File: config.mk
export PLATFORM = sky130hd
export DESIGN_NAME = load_store_unit
export DESIGN_NICKNAME = d
export VERILOG_FILES = /design/src/rtl/lsu_pkg.sv /design/src/rtl/load_store_unit.sv
export SDC_FILE = /design/constraint.sdc
export NUM_CORES = 1
export LEC_CHECK = 0
export CAP_MARGIN = 20
export CORE_ASPECT_RATIO = 1.2
export CORE_MARGIN = 2
export CORE_UTILIZATION = 46
export DETAILED_ROUTE_END_ITERATION = 16
export PLACE_DENSITY = 0.81
export SYNTH_ARGS = -nofsm -noshare
export SYNTH_HDL_FRONTEND = slang
export SYNTH_SLANG_ARGS = --single-unit
File: constraint.sdc
create_clock -name clk -period 3 [get_ports clk]
set_input_delay 0.3 -clock clk [delete_from_list [all_inputs] [get_ports clk]]
set_output_delay 0.3 -clock clk [all_outputs]
set_load 0.02 [all_outputs]
File: src/rtl/lsu_pkg.sv
// Shared constants and types for the load/store unit.
package lsu_pkg;

    localparam int unsigned XLEN     = 32;
    localparam int unsigned FUNCT3_W = 3;
    localparam int unsigned WR_W     = 2;

    // RISC-V funct3 encodings for loads and stores
    localparam logic [FUNCT3_W-1:0] OP_LB  = 3'd0;
    localparam logic [FUNCT3_W-1:0] OP_LH  = 3'd1;
    localparam logic [FUNCT3_W-1:0] OP_LW  = 3'd2;
    localparam logic [FUNCT3_W-1:0] OP_LBU = 3'd4;
    localparam logic [FUNCT3_W-1:0] OP_LHU = 3'd5;
    localparam logic [FUNCT3_W-1:0] OP_SB  = 3'd0;
    localparam logic [FUNCT3_W-1:0] OP_SH  = 3'd1;
    localparam logic [FUNCT3_W-1:0] OP_SW  = 3'd2;

    // Memory write size codes
    localparam logic [WR_W-1:0] WR_NONE = 2'd0;
    localparam logic [WR_W-1:0] WR_BYTE = 2'd1;
    localparam logic [WR_W-1:0] WR_HALF = 2'd2;
    localparam logic [WR_W-1:0] WR_WORD = 2'd3;

    typedef enum logic [2:0] {
        IDLE = 3'd0,
        RD   = 3'd1,
        CAP  = 3'd2,
        WR   = 3'd3,
        RESP = 3'd4
    } lsu_state_e;

endpackage

File: src/rtl/load_store_unit.sv
// Single-outstanding load/store unit: fault check, byte/half/word access, load extension.
module load_store_unit
    import lsu_pkg::*;
#(
    parameter int unsigned SIZE = 1024
) (
    input  logic                clk,
    input  logic                rst_n,
    input  logic                req_valid,
    output logic                req_ready,
    input  logic                req_we,
    input  logic [FUNCT3_W-1:0] req_op,
    input  logic [XLEN-1:0]     req_addr,
    input  logic [XLEN-1:0]     req_wdata,
    output logic                resp_valid,
    input  logic                resp_ready,
    output logic [XLEN-1:0]     resp_rdata,
    output logic                resp_fault,
    output logic [XLEN-1:0]     mem_rd_addr,
    input  logic [XLEN-1:0]     mem_rd_data,
    output logic [WR_W-1:0]     mem_wr,
    output logic [XLEN-1:0]     mem_wr_addr,
    output logic [XLEN-1:0]     mem_wr_data
);

    lsu_state_e          state;
    logic [FUNCT3_W-1:0] op_q;

    logic [2:0]          nbytes_c;
    logic [WR_W-1:0]     wr_size_c;
    logic [XLEN-1:0]     wdata_c;
    logic                misalign_c;
    logic                illegal_c;
    logic [XLEN:0]       end_addr_c;
    logic                fault_c;
    logic [XLEN-1:0]     ext_c;

    // Access size, write code, masked store data and alignment from the request funct3
    always_comb begin
        nbytes_c   = 3'd1;
        wr_size_c  = WR_BYTE;
        wdata_c    = {24'b0, req_wdata[7:0]};
        misalign_c = 1'b0;
        case (req_op[1:0])
            2'd1: begin
                nbytes_c   = 3'd2;
                wr_size_c  = WR_HALF;
                wdata_c    = {16'b0, req_wdata[15:0]};
                misalign_c = req_addr[0];
            end
            2'd2: begin
                nbytes_c   = 3'd4;
                wr_size_c  = WR_WORD;
                wdata_c    = req_wdata;
                misalign_c = |req_addr[1:0];
            end
            default: ;
        endcase
    end

    // Reserved funct3 values, and unsigned-load encodings used as stores
    always_comb begin
        case (req_op)
            OP_LB, OP_LH, OP_LW: illegal_c = 1'b0;
            OP_LBU, OP_LHU:      illegal_c = req_we;
            default:             illegal_c = 1'b1;
        endcase
    end

    // One extra bit so addresses near 2^32 cannot wrap past the range check
    assign end_addr_c = {1'b0, req_addr} + (XLEN+1)'(nbytes_c);
    assign fault_c    = illegal_c | misalign_c | (end_addr_c > (XLEN+1)'(SIZE));

    // Sign/zero extension of the captured memory word for the pending load
    always_comb begin
        case (op_q)
            OP_LB:   ext_c = {{24{mem_rd_data[7]}}, mem_rd_data[7:0]};
            OP_LH:   ext_c = {{16{mem_rd_data[15]}}, mem_rd_data[15:0]};
            OP_LBU:  ext_c = {24'b0, mem_rd_data[7:0]};
            OP_LHU:  ext_c = {16'b0, mem_rd_data[15:0]};
            default: ext_c = mem_rd_data;
        endcase
    end

    // Request/response FSM with all outputs registered
    always_ff @(posedge clk or negedge rst_n) begin
        if (!rst_n) begin
            state       <= IDLE;
            op_q        <= '0;
            req_ready   <= 1'b1;
            resp_valid  <= 1'b0;
            resp_rdata  <= '0;
            resp_fault  <= 1'b0;
            mem_rd_addr <= '0;
            mem_wr      <= WR_NONE;
            mem_wr_addr <= '0;
            mem_wr_data <= '0;
        end else begin
            case (state)
                IDLE: begin
                    if (req_valid) begin
                        op_q      <= req_op;
                        req_ready <= 1'b0;
                        if (fault_c) begin
                            state      <= RESP;
                            resp_valid <= 1'b1;
                            resp_fault <= 1'b1;
                            resp_rdata <= '0;
                        end else if (req_we) begin
                            state       <= WR;
                            mem_wr      <= wr_size_c;
                            mem_wr_addr <= req_addr;
                            mem_wr_data <= wdata_c;
                        end else begin
                            state       <= RD;
                            mem_rd_addr <= req_addr;
                        end
                    end
                end
                RD: begin
                    state <= CAP;
                end
                CAP: begin
                    state      <= RESP;
                    resp_valid <= 1'b1;
                    resp_fault <= 1'b0;
                    resp_rdata <= ext_c;
                end
                WR: begin
                    state      <= RESP;
                    mem_wr     <= WR_NONE;
                    resp_valid <= 1'b1;
                    resp_fault <= 1'b0;
                    resp_rdata <= '0;
                end
                RESP: begin
                    if (resp_ready) begin
                        state      <= IDLE;
                        resp_valid <= 1'b0;
                        req_ready  <= 1'b1;
                    end
                end
                default: begin
                    state      <= IDLE;
                    mem_wr     <= WR_NONE;
                    resp_valid <= 1'b0;
                    req_ready  <= 1'b1;
                end
            endcase
        end
    end

endmodule

# After elaboration in Yosys (flattened, before gate mapping)
# Index checks and enable logic that the tools add are counted.
[word_totals] mem_count=0 latch_bits=0 mem_bits_rw=0 out_inout_bits=133 in_bits=104 regBits=139 rom_bits=0
[op_classes] n_eq_ne=18 mul=0 n_shift=0 reduce_logical=20 n_mux=26 bitwise=7 div=0 n_addsub=1 order_cmp=1
[ops] operator="$pmux W32 S4" count=1
[ops] operator="$pmux W32 S3" count=1
[ops] operator="$mux W32" count=2
[ops] operator="$pmux W32 S2" count=1
[ops] operator="$add A32 B3 Y33" count=1
[ops] operator="$gt A33 B11 Y1 const B" count=1
[ops] operator="$reduce_and A4 Y1" count=4
[ops] operator="$eq A3 B3 Y1 const B" count=5
[ops] operator="$pmux W3 S4" count=1
[ops] operator="$ne A2 B2 Y1 const B" count=5
[ops] operator="$eq A3 B1 Y1 const B" count=3
[ops] operator="$eq A3 B2 Y1 const B" count=3
[ops] operator="$logic_not A3 Y1" count=3
[ops] operator="$mux W3" count=3
[ops] operator="$reduce_and A3 Y1" count=3
[ops] operator="$reduce_or A3 Y1" count=3
[ops] operator="$mux W2" count=4
[ops] operator="$pmux W2 S2" count=2
[ops] operator="$pmux W1 S2" count=3
[ops] operator="$pmux W3 S2" count=1
[ops] operator="$reduce_or A2 Y1" count=3
[ops] operator="$mux W1" count=5
[ops] operator="$not A1 Y1" count=5
[ops] operator="$pmux W1 S4" count=1
[ops] operator="other kinds (7)" count=9

# Longest topological paths before layout
# Gate-level depths: netlist of the first run.
[depth] word_depth=8 depth_mapped=15

# Least setup slack after synthesis of the first run
# OpenSTA, ideal clock, no wires.
[synth_timing] kind="input-to-reg" startpoint="input port req_op[0]" endpoint="register mem_rd_addr[10]" required_ns=2.873 setup_time_ns=0.127 path_slack_ns=-0.389 t_arrival_ns=3.262 stages=14 path_cell_list="inv_1 -> ha_1 -> inv_1 -> ha_1 -> fa_1 -> a21oi_2 -> nor2_2 -> a31o_2 -> a21o_1 -> a2111oi_0 -> and4_1 -> buf_2 -> buf_6 -> mux2_1"
[synth_between] elab_chain_cells=7
[synth_lines] element="start, declared" line_no="load_store_unit.sv:12" rtl="input logic [FUNCT3_W-1:0] req_op,"
[synth_lines] element="$eq A2 B2 Y1 (tied with other cells)" line_no="load_store_unit.sv:44" rtl="case (req_op[1:0])"
[synth_lines] element="$pmux W3 S2 (tied with other cells)" line_no="load_store_unit.sv:44"
[synth_lines] element="$add A32 B3 Y33 / $pmux W1 S2 (equally long branches)" line_no="load_store_unit.sv:71, load_store_unit.sv:63"
[synth_lines] element="$gt A33 B11 Y1 / $or A1 B1 Y1 (equally long branches)" line_no="load_store_unit.sv:72" rtl="assign fault_c = illegal_c | misalign_c | (end_addr_c > (XLEN+1)'(SIZE));"
[synth_lines] element="$or A1 B1 Y1 (*)" line_no="load_store_unit.sv:72"
[synth_lines] element="$not A1 Y1 (no line) (*)"
[synth_lines] element="$reduce_and A4 Y1 (no line) (*)"
[synth_lines] element="end signal, assigned" line_no="load_store_unit.sv:116" rtl="mem_rd_addr <= req_addr;"
[synth_lines] element="end, declared" line_no="load_store_unit.sv:19" rtl="output logic [XLEN-1:0] mem_rd_addr,"
# Every way passes the cells marked *; elsewhere a longest branch is shown, timed or not.
# A chain may end at the register's enable or synchronous reset.

# Worst setup path in the final report of the first run
[layout_timing] startpoint="input port req_op[0]" endpoint="register mem_wr_data[7]"
[layout_between] elab_chain_cells=7
[layout_lines] element="$eq A2 B2 Y1 (tied with other cells)" line_no="load_store_unit.sv:44"
[layout_lines] element="$pmux W3 S2 (tied with other cells)" line_no="load_store_unit.sv:44"
[layout_lines] element="$add A32 B3 Y33 / $pmux W1 S2 (equally long branches)" line_no="load_store_unit.sv:71, load_store_unit.sv:63"
[layout_lines] element="$gt A33 B11 Y1 / $or A1 B1 Y1 (equally long branches)" line_no="load_store_unit.sv:72"
[layout_lines] element="$or A1 B1 Y1 (*)" line_no="load_store_unit.sv:72"
[layout_lines] element="$not A1 Y1 (no line) (*)"
[layout_lines] element="$reduce_and A4 Y1 (no line) (*)"
[layout_lines] element="end signal, assigned" line_no="load_store_unit.sv:113" rtl="mem_wr_data <= wdata_c;"
[layout_lines] element="end, declared" line_no="load_store_unit.sv:23" rtl="output logic [XLEN-1:0] mem_wr_data"
# Marked as above.

==> impl_results.md, run 1 <==
- Status: finished, final reports clean
- Commonest non-fill, non-tap cells in the layout: clkdlybuf4s50_1, dfrtp_1, buf_4
- Peak supply drop: around 370 uV
- RSZ-0062 raised after global routing: no
- Comb pwr share: 0.117
- Hold EP: op_q[1]
- DRT iter0 DRCs: around 550
- Yosys warning count: 0
- Placed instance count: 1155
- Residual DRC: 0
- CP Class: primary input to flop
- Synthesized instance count: 673
- Top Ports: between 200 and 250
- Hold Path Stages: 2
- Crit path max fanout: 8
- Final setup vio count: 0
- DRT antenna net count: 0
- Fin. Hold Viols: 0
- Leak: just under 0.005 uW
- Switch share: 0.243
- Routed vias: 6389
- PD cells: about 420 nW/um2
- Final period util: 0.971
- Hpwl dp: ~15 mm
- Internal: 3470 uW
- Worst skew pair latency: roughly 0.42 ns
- Core area: about 15000 um2
- Router iterations before antenna repair: 5
- Die X: 116 um
- Worst Path Required: ~3.3 ns
- Synth cell types: 68
- Tot Pwr: about 4600 uW
- Cell Area, Synth: just under 7000 um2
- CTS clk-pin slew, worst paths: 0.06 ns
- Wirelength per Cell: 17.5 um
- Fillers: just over 1000
- Avg Cell Area, Syn: roughly 10 um2
- FP Rows: about 50
- Congestion Overflow GR: 0
- Commonest non-fill, non-tap cell in the layout: clkdlybuf4s50_1
- CTS H-tree depth: 4
- Switch Pwr: around 1100 uW
- Post-synthesis sequential area ratio: 0.503
- CP startpoint kind: primary input
- Fin Hold WS: roughly 0.15 ns
- Cts bufs inserted: 17
- Antenna violations before repair: 2
- Max transition margin: 0.457
- Worst hold path class: primary input to flop
- Die Area: 16000 um2
- FF-to-FF End: mem_wr_data[7]
- Layout net count: about 1100
- # port buffers: ~240
- Synth-to-Final Area Change: 58.9%
- Main synth FF type: dfrtp_1
- Bufs on Longest Clock Path: 2
- Post-synth ARST share: 1.00
- Hold path startpoint: req_op[1]
- Clock Sinks: around 140
- R2R Setup Slk: between 0.5 and 0.6 ns
- Fmax: 0.343 GHz
- CTS tree: built
- Initial Util: 0.466
- Crit path arrival time: 3.21 ns
- Worst Max-Slew Pin Slew: approximately 0.8 ns
- Total track usage: 0.255
- Tmin final: roughly 3 ns
- Worst reg2reg startpoint: state[1]
- Vias per cell: between 5 and 6
- Max-capacitance violation count: 0
- Final Max Tran Viols: 0
- Flop pwr share: 0.418
- Crit end category: flop
- Syn nets: between 700 and 800
- Total wire length: 20.8 mm
- Clock power share: 0.464
- FF+latch count, synth: about 140
- Layout cells sized above 1: 0.195
- Vias in the first global route: 6371
- Die height: ~140 um
- Post-route insts no fill: ~1200
- Worst Clk Skew: 0.00714 ns
- Root Driver: clkbuf_16
- Largest net degree at the start of global routing: 86
- Cells on worst reg2reg path: 7
- Number of synthesized flops with an enable pin: 0
- Gpl congestion: between 0.8 and 0.9
- First-pass GRT wire length: ~32 mm
worst max-delay path, stage by stage:
cell	delay (ns)
buf_12	0.10
inv_12	0.03
ha_4	0.26
inv_4	0.04
ha_4	0.15
fa_2	0.41
a21oi_4	0.19
buf_6	0.16
o2111ai_4	0.13
o211ai_1	0.16
a41oi_2	0.18
nor3_2	0.21
and4_4	0.38
buf_12	0.18
mux2_4	0.30
final cells by class:
class	instances	area (um2)	share of cell area
sequential	139	3480	0.317
timing repair buffer	327	3230	0.294
multi-input combinational	438	3210	0.292
clock buffer	17	425	0.0387
tap	204	255	0.0232
inverter	53	219	0.0199
clock inverter	13	170	0.0155
antenna	2	5.00	0.000455
cell families (layout without fill, tap and decap cells):
kind of cell	Yosys count	count (layout)	synth area share
simple gates	208	208	0.173
compound gates	155	155	0.142
flops	139	139	0.503
buf+inv	96	410	0.0637
mux	62	62	0.0959
fa+ha+maj	7	7	0.0137
xor+xnor	6	6	0.00868
other cells	0	2	0
synthesized netlist by cell type, drive strengths merged (5+ instances only):
cell type	instances	share of area
mux2	34	0.055
nor3	9	0.011
mux2i	28	0.041
nor2b	43	0.039
ha	6	0.011
nor4	5	0.0085
a21oi	32	0.024
nand3	47	0.037
and4	7	0.0089
a211oi	5	0.0080
dfrtp	138	0.50
nand2	41	0.022
a2111oi	5	0.0065
nor2	22	0.012
inv	53	0.029
buf	19	0.022
and3	10	0.0090
clkbuf	24	0.013
a31oi	27	0.024
o21ai	52	0.038
nand4	11	0.0099
a32oi	8	0.010
timing repair:
item / CTS / global route
resized for setup: 18 / 18
setup buffers: 5 / 0
setup endpoints to repair: 134 / 98
hold buffers: 1 / 0
endpoints found under the hold margin: 83 / 0
cloned: 1 / 2
pin swaps: 11 / 9
sequential cells by signal, summed over array words and instances (netlist names):
register     flops
mem_wr_addr     32
mem_wr           2
resp_fault       1
state            3
mem_rd_addr     32
req_ready        1
op_q             3
resp_rdata      32
resp_valid       1
mem_wr_data     32
worst max path at each step:
stage	to	cells after the start	startpoint
after floorplan	mem_rd_addr[10]	14	req_op[0]
after global placement	mem_wr_data[0]	16	req_op[0]
after detailed placement	mem_wr_data[31]	15	req_op[0]
after CTS	mem_wr_data[27]	15	req_op[0]
after global routing	mem_wr_data[7]	15	req_op[0]
final	mem_wr_data[7]	15	req_op[0]
power groups by stage:
| stage | Clock (uW) | Combinational, uW | Sequential (uW) |
|---|---|---|---|
| finish | 2130 | 538 | 1920 |
| global route | 2230 | 582 | 1920 |
| CTS | 2160 | 526 | 1920 |
| detailed placement | 0 | 520 | 1950 |
| global placement | 0 | 517 | 1950 |
| floorplan | 0 | 199 | 1940 |
routing by layer:
metal  track usage  up-vias  part of all wire
li1              -     3016                 -
met1         0.314     3082              0.39
met2         0.430      240              0.53
met3        0.0548       51             0.051
met4         0.106        0             0.029
met5             0        -                 0
per-stage QoR:
step,util,setup WS (ns),setup TNS [ns],instance area [um2]
floorplan,-,-0.179,-7.92,7120
global placement,0.687,-0.755,-87.46,10200
detailed placement,0.687,-0.850,-96.24,10200
CTS,0.733,0.00618,0,10900
global route,0.741,0.00525,0,11000
finish,0.741,0.0859,0,11000
Note: power is estimated with default switching activity, not from simulation.
==> run 2, diff against run 1 <==
Settings changed: CTS_CLUSTER_DIAMETER set to 100, CTS_CLUSTER_SIZE set to 8.
==> results of run 2 <==
Final layout, timing and power as in run 1 (identical DEF).
